File: config.mk
export PLATFORM = sky130hd
export DESIGN_NAME = text_console
export DESIGN_NICKNAME = d
export VERILOG_FILES = /design/src/rtl/text_console.sv
export SDC_FILE = /design/constraint.sdc
export NUM_CORES = 1
export LEC_CHECK = 0
export ABC_AREA = 1
export CORE_ASPECT_RATIO = 0.9
export CORE_MARGIN = 2
export CORE_UTILIZATION = 45
export DETAILED_ROUTE_END_ITERATION = 10
export PLACE_DENSITY_LB_ADDON = 0.05
export RECOVER_POWER = 100
export SLEW_MARGIN = 20
export SYNTH_ARGS = -nofsm -noshare
export SYNTH_HDL_FRONTEND = slang
export SYNTH_SLANG_ARGS = --single-unit
File: constraint.sdc
create_clock -name clock_25 -period 7.1 [get_ports clock_25]
set_input_delay 2.13 -clock clock_25 [delete_from_list [all_inputs] [get_ports clock_25]]
set_output_delay 2.13 -clock clock_25 [all_outputs]
set_load 0.005 [all_outputs]
File: src/rtl/text_console.sv
// Text console writer: turns a stream of CPU bytes into character/attribute
// writes into a byte-wide video RAM, with cursor control, scroll-up by one
// row and clear-screen fill.
module text_console #(
    parameter int          COLS     = 80,
    parameter int          ROWS     = 25,
    parameter logic [7:0]  DEF_ATTR = 8'h07
) (
    input  logic        clock_25,
    input  logic        reset,
    input  logic [7:0]  in_data,
    input  logic        in_valid,
    output logic        in_ready,
    input  logic [7:0]  attr_data,
    input  logic        attr_we,
    output logic [11:0] vm_address,
    output logic [7:0]  vm_wdata,
    output logic        vm_we,
    input  logic [7:0]  vm_rdata,
    output logic [10:0] cursor
);

    localparam int          TOTAL     = COLS * ROWS;
    localparam logic [10:0] LAST_POS  = 11'(TOTAL - 1);
    localparam logic [10:0] LAST_ROW  = 11'(COLS * (ROWS - 1));
    localparam logic [10:0] COLS_C    = 11'(COLS);
    localparam logic [6:0]  LAST_COL  = 7'(COLS - 1);
    localparam logic [11:0] ROW_BYTES = 12'(2 * COLS);
    localparam logic [11:0] ADDR_LAST = 12'(2 * TOTAL - 1);
    localparam logic [11:0] FILL_ROW  = 12'(2 * COLS * (ROWS - 1));

    typedef enum logic [2:0] {IDLE, PUT_CH, PUT_AT, SCR_RD, SCR_WR, FILL} state_t;

    state_t      state_reg, state_next;
    logic [10:0] cursor_reg;
    logic [6:0]  col_reg;      // cursor mod COLS, tracked incrementally
    logic [7:0]  attr_reg;
    logic [7:0]  char_reg;
    logic [11:0] ptr_reg;      // scroll source / fill destination address
    logic        home_reg;     // fill was a clear-screen: home the cursor at the end
    logic        accept;
    logic        lf_scroll;

    assign accept    = in_valid && in_ready;
    assign lf_scroll = (cursor_reg >= LAST_ROW);
    assign cursor    = cursor_reg;

    // State register
    always_ff @(posedge clock_25) begin
        if (reset)
            state_reg <= IDLE;
        else
            state_reg <= state_next;
    end

    // Next-state decode
    always_comb begin
        state_next = state_reg;
        case (state_reg)
            IDLE: begin
                if (accept) begin
                    if (in_data >= 8'h20)
                        state_next = PUT_CH;
                    else if (in_data == 8'h0A && lf_scroll)
                        state_next = SCR_RD;
                    else if (in_data == 8'h0C)
                        state_next = FILL;
                end
            end
            PUT_CH:  state_next = PUT_AT;
            PUT_AT:  state_next = (cursor_reg == LAST_POS) ? SCR_RD : IDLE;
            SCR_RD:  state_next = SCR_WR;
            SCR_WR:  state_next = (ptr_reg == ADDR_LAST) ? FILL : SCR_RD;
            FILL:    state_next = (ptr_reg == ADDR_LAST) ? IDLE : FILL;
            default: state_next = IDLE;
        endcase
    end

    // Cursor, attribute and address-pointer datapath
    always_ff @(posedge clock_25) begin
        if (reset) begin
            cursor_reg <= '0;
            col_reg    <= '0;
            attr_reg   <= DEF_ATTR;
            char_reg   <= '0;
            ptr_reg    <= '0;
            home_reg   <= 1'b0;
        end else begin
            if (attr_we)
                attr_reg <= attr_data;
            case (state_reg)
                IDLE: begin
                    if (accept) begin
                        char_reg <= in_data;
                        case (in_data)
                            8'h0D: begin
                                cursor_reg <= cursor_reg - 11'(col_reg);
                                col_reg    <= '0;
                            end
                            8'h0A: begin
                                // On the last row the cursor stays put and the screen moves
                                if (lf_scroll)
                                    ptr_reg <= ROW_BYTES;
                                else
                                    cursor_reg <= cursor_reg + COLS_C;
                            end
                            8'h08: begin
                                if (col_reg != '0) begin
                                    cursor_reg <= cursor_reg - 11'd1;
                                    col_reg    <= col_reg - 7'd1;
                                end
                            end
                            8'h0C: begin
                                ptr_reg  <= '0;
                                home_reg <= 1'b1;
                            end
                            default: ;
                        endcase
                    end
                end
                PUT_AT: begin
                    if (cursor_reg == LAST_POS) begin
                        cursor_reg <= LAST_ROW;
                        col_reg    <= '0;
                        ptr_reg    <= ROW_BYTES;
                    end else begin
                        cursor_reg <= cursor_reg + 11'd1;
                        col_reg    <= (col_reg == LAST_COL) ? 7'd0 : col_reg + 7'd1;
                    end
                end
                SCR_WR: begin
                    ptr_reg <= (ptr_reg == ADDR_LAST) ? FILL_ROW : ptr_reg + 12'd1;
                end
                FILL: begin
                    if (ptr_reg == ADDR_LAST) begin
                        if (home_reg) begin
                            cursor_reg <= '0;
                            col_reg    <= '0;
                            home_reg   <= 1'b0;
                        end
                    end else begin
                        ptr_reg <= ptr_reg + 12'd1;
                    end
                end
                default: ;
            endcase
        end
    end

    // Video RAM port and handshake outputs; all forced idle while reset is held
    always_comb begin
        in_ready   = 1'b0;
        vm_address = '0;
        vm_wdata   = '0;
        vm_we      = 1'b0;
        if (!reset) begin
            case (state_reg)
                IDLE: in_ready = 1'b1;
                PUT_CH: begin
                    vm_address = {cursor_reg, 1'b0};
                    vm_wdata   = char_reg;
                    vm_we      = 1'b1;
                end
                PUT_AT: begin
                    vm_address = {cursor_reg, 1'b1};
                    vm_wdata   = attr_reg;
                    vm_we      = 1'b1;
                end
                SCR_RD: vm_address = ptr_reg;
                SCR_WR: begin
                    vm_address = ptr_reg - ROW_BYTES;
                    vm_wdata   = vm_rdata;
                    vm_we      = 1'b1;
                end
                FILL: begin
                    vm_address = ptr_reg;
                    vm_wdata   = ptr_reg[0] ? attr_reg : 8'h20;
                    vm_we      = 1'b1;
                end
                default: ;
            endcase
        end
    end

endmodule

==> flow_summary.ini <==
[layout]
seq_area_um2 = 1001
design_area_um2 = 4955
nets = 789
drive_above_1_share = 0.06334
largest_reg_flops = 12
synthToLayoutAreaGrowth_pct = 17.40
final_common_cell = nand2_1
layout.cells.non_filler = 864
final_cell_mix = nand2_1 (185), nor2_1 (89), inv_1 (72), nand3_1 (58), dfxtp_1 (50)
multi_input_comb_area_um2 = 2778
num-fill-cells = 954
diodes = 0

[setup_path]
worstPathMaxFanout = 14
required_ns = 4.97
crit_path_end_kind = primary output
r2r_start = cursor[1]
critPathLaunchType = input port
worstSetupPathType = in2out
rr_worst_depth = 12
r2r-end = ptr_reg[1]
rrSetupSlack_ns = 4.64
cp_data_arrival_time_ns = 3.78

[detailed_routing]
wl_per_cell_um = 14.39
viasPerCell = 5.330
drt-initial-drc-count = 222
vias = 4605
dr.pass1.iters = 8
routed_wl_um = 12430
route.detailed.drc = 0
ant_nets = 0

[floorplanning]
initial_core_util = 0.4625
num_io_pins = 61
num_rows = 33
die_width_um = 106.1
core_area_um2 = 9125
die_h_um = 95.87
die_area_um2 = 10170

[clock_tree]
cts_resized = 0
clock_sinks = 50
clockBufferDepth = 2
htree_num_levels = 2
cts_root_buf = clkbuf_8
cts_buffers = 5
insertion_delay_ns = 0.32
ctsHoldBuffers = 0
post_cts_buffers = 0
cts_tree = done
path_clk_slew_ns = 0.10

[placed_design]
routabilityCongestion = 0.9065
place_hpwl_um = 9559
dp_cells = 857
placed_area_um2 = 4880
portBuffers = 60

[grt]
antenna_found_initial = 0
grt_pass1_vias = 4271
grt_max_degree = 34
grt_pass1_wl_um = 20570
grt_usage = 0.2504
overflow = 0

[logic_synthesis]
yosysWarnings = 0
seq_area_frac_synth = 0.2372
synth.distinct_cells = 45
syn_area_per_cell_um2 = 6.090
syn_inst = 693
netlist_area_um2 = 4220
synth.ff_latch_count = 50
synth_nets = 740

[timing]
worst_pin_slew_ns = 1.173
finalSetupTns_ns = 0
fmax_mhz = 169.3
finalSetupViolCount = 0
rsz0062_at_grt = no
fin_skew_ns = 0.01426
period_share = 0.8321
finalHoldViolations = 0
period_minus_slack_ns = 5.908
finalMaxSlewViolations = 0
slew_headroom = 0.2183

[power_and_ir_drop]
vdd_drop_max_v = 0.0001046
power.leakage_nw = 2.323
powerDensity_nw_per_um2 = 159.5

[status]
outcome = finished, final reports clean

[worst_hold_path]
hold_class = reg2reg
whs_endpoint = attr_reg[1]
whs_path_depth = 2
holdCritStartpoint = attr_reg[1]

[flow_run]
drv_cap = 0
-- per-stage QoR --
| stage | setup slack [ns] | total power, mW | util | hold slack, ns |
|---|---|---|---|---|
| after floorplan | 1.891 | 0.5116 | - | 0.4292 |
| after global placement | 1.381 | 0.5860 | 0.5348 | 0.4447 |
| after detailed placement | 1.381 | 0.5909 | 0.5348 | 0.4575 |
| after CTS | 1.376 | 0.8010 | 0.5466 | 0.4834 |
| after global routing | 1.114 | 0.8418 | 0.5430 | 0.5089 |
| final | 1.192 | 0.7905 | 0.5430 | 0.4821 |
-- final cells by class --
| type | instances | share of cell area |
|---|---|---|
| Sequential cell | 50 | 0.2020 |
| Clock buffer | 5 | 0.01389 |
| Inverter | 81 | 0.06136 |
| Clock inverter | 2 | 0.007828 |
| Tap cell | 122 | 0.03081 |
| Timing Repair Buffer | 62 | 0.1235 |
| Multi-Input combinational cell | 542 | 0.5606 |
-- how the worst max path moves through the flow --
stage / startpoint / to / slack, ns / depth (start not counted)
global route: reset / vm_address[0] / 1.11 / 5
detailed placement: reset / vm_address[11] / 1.38 / 4
CTS: reset / vm_address[11] / 1.38 / 4
global placement: reset / vm_address[11] / 1.38 / 4
finish: reset / vm_address[11] / 1.19 / 4
floorplan: reset / vm_address[11] / 1.89 / 5
-- critical path, stage by stage --
cell and delay (ns):
dlygate4sd3_1 0.55, inv_1 0.35, o21a_1 0.18, dlygate4sd3_1 0.56
-- per-layer routing --
metal / vias up / track usage / share of wire
li1: 2359 / - / -
met1: 2094 / 0.3492 / 0.49
met2: 139 / 0.4118 / 0.44
met3: 13 / 0.03724 / 0.059
met4: 0 / 0.05592 / 0.0088
met5: - / 0 / 0
-- synthesized netlist by cell type --
master      n  area, um^2
o21a_1      1       7.510
o21ai_0    42       210.2
ha_1       18       225.2
o22ai_1    13       81.33
a21oi_1    39       195.2
a31oi_1     9       56.30
nand3_1    58       290.3
nor4_1      1       6.260
nand4_1     8       50.05
nor3_1      5       25.02
buf_4       2       15.01
inv_1      71       266.5
nor2_4      2       22.52
clkinv_1    2       7.510
buf_6       3       33.78
xor2_1     15       131.4
o21ai_2     3       26.28
nor2_2      9       56.30
o21bai_1    1       7.510
a22oi_1     4       30.03
a221oi_1    1       8.760
buf_1       1       3.750
nand2_4     4       45.04
a21boi_0    2       15.01
dfxtp_1    50        1001
o21ai_1     2       10.01
inv_2       8       30.03
or2_2       2       12.51
a21o_1      1       7.510
clkbuf_1   11       41.29
o211ai_1    2       15.01
nand2_1   182       683.2
fa_1        1       20.02
nor3b_1     1       7.510
nor2_1     89       334.1
a211oi_1    2       15.01
xnor2_1     5       43.79
a211o_1     1       8.760
nand2_2    10       62.56
nor3_4      2       32.53
o221ai_1    2       17.52
buf_2       3       15.01
nand3_2     3       30.03
a21oi_2     1       8.760
nand3b_1    1       7.510
-- cells by family (layout without fill, tap and decap cells) --
| group | count (synthesis) | count (layout) | synth area share |
|---|---|---|---|
| AOI/OAI and AO/OA | 126 | 126 | 0.1708 |
| xor gates and xnor gates | 20 | 20 | 0.04151 |
| adders and majority gates | 19 | 19 | 0.05811 |
| buffers and inverters | 101 | 150 | 0.09783 |
| DFF | 50 | 50 | 0.2372 |
| and+or+nand+nor | 377 | 377 | 0.3946 |
-- report_power, final --
part | switching, mW | total (mW) | internal (mW)
registers | 0.0243 | 0.322 | 0.298
clock network | 0.106 | 0.209 | 0.104
logic | 0.156 | 0.259 | 0.102
total | 0.286 | 0.791 | 0.504
(Power assumes the default switching activity.)
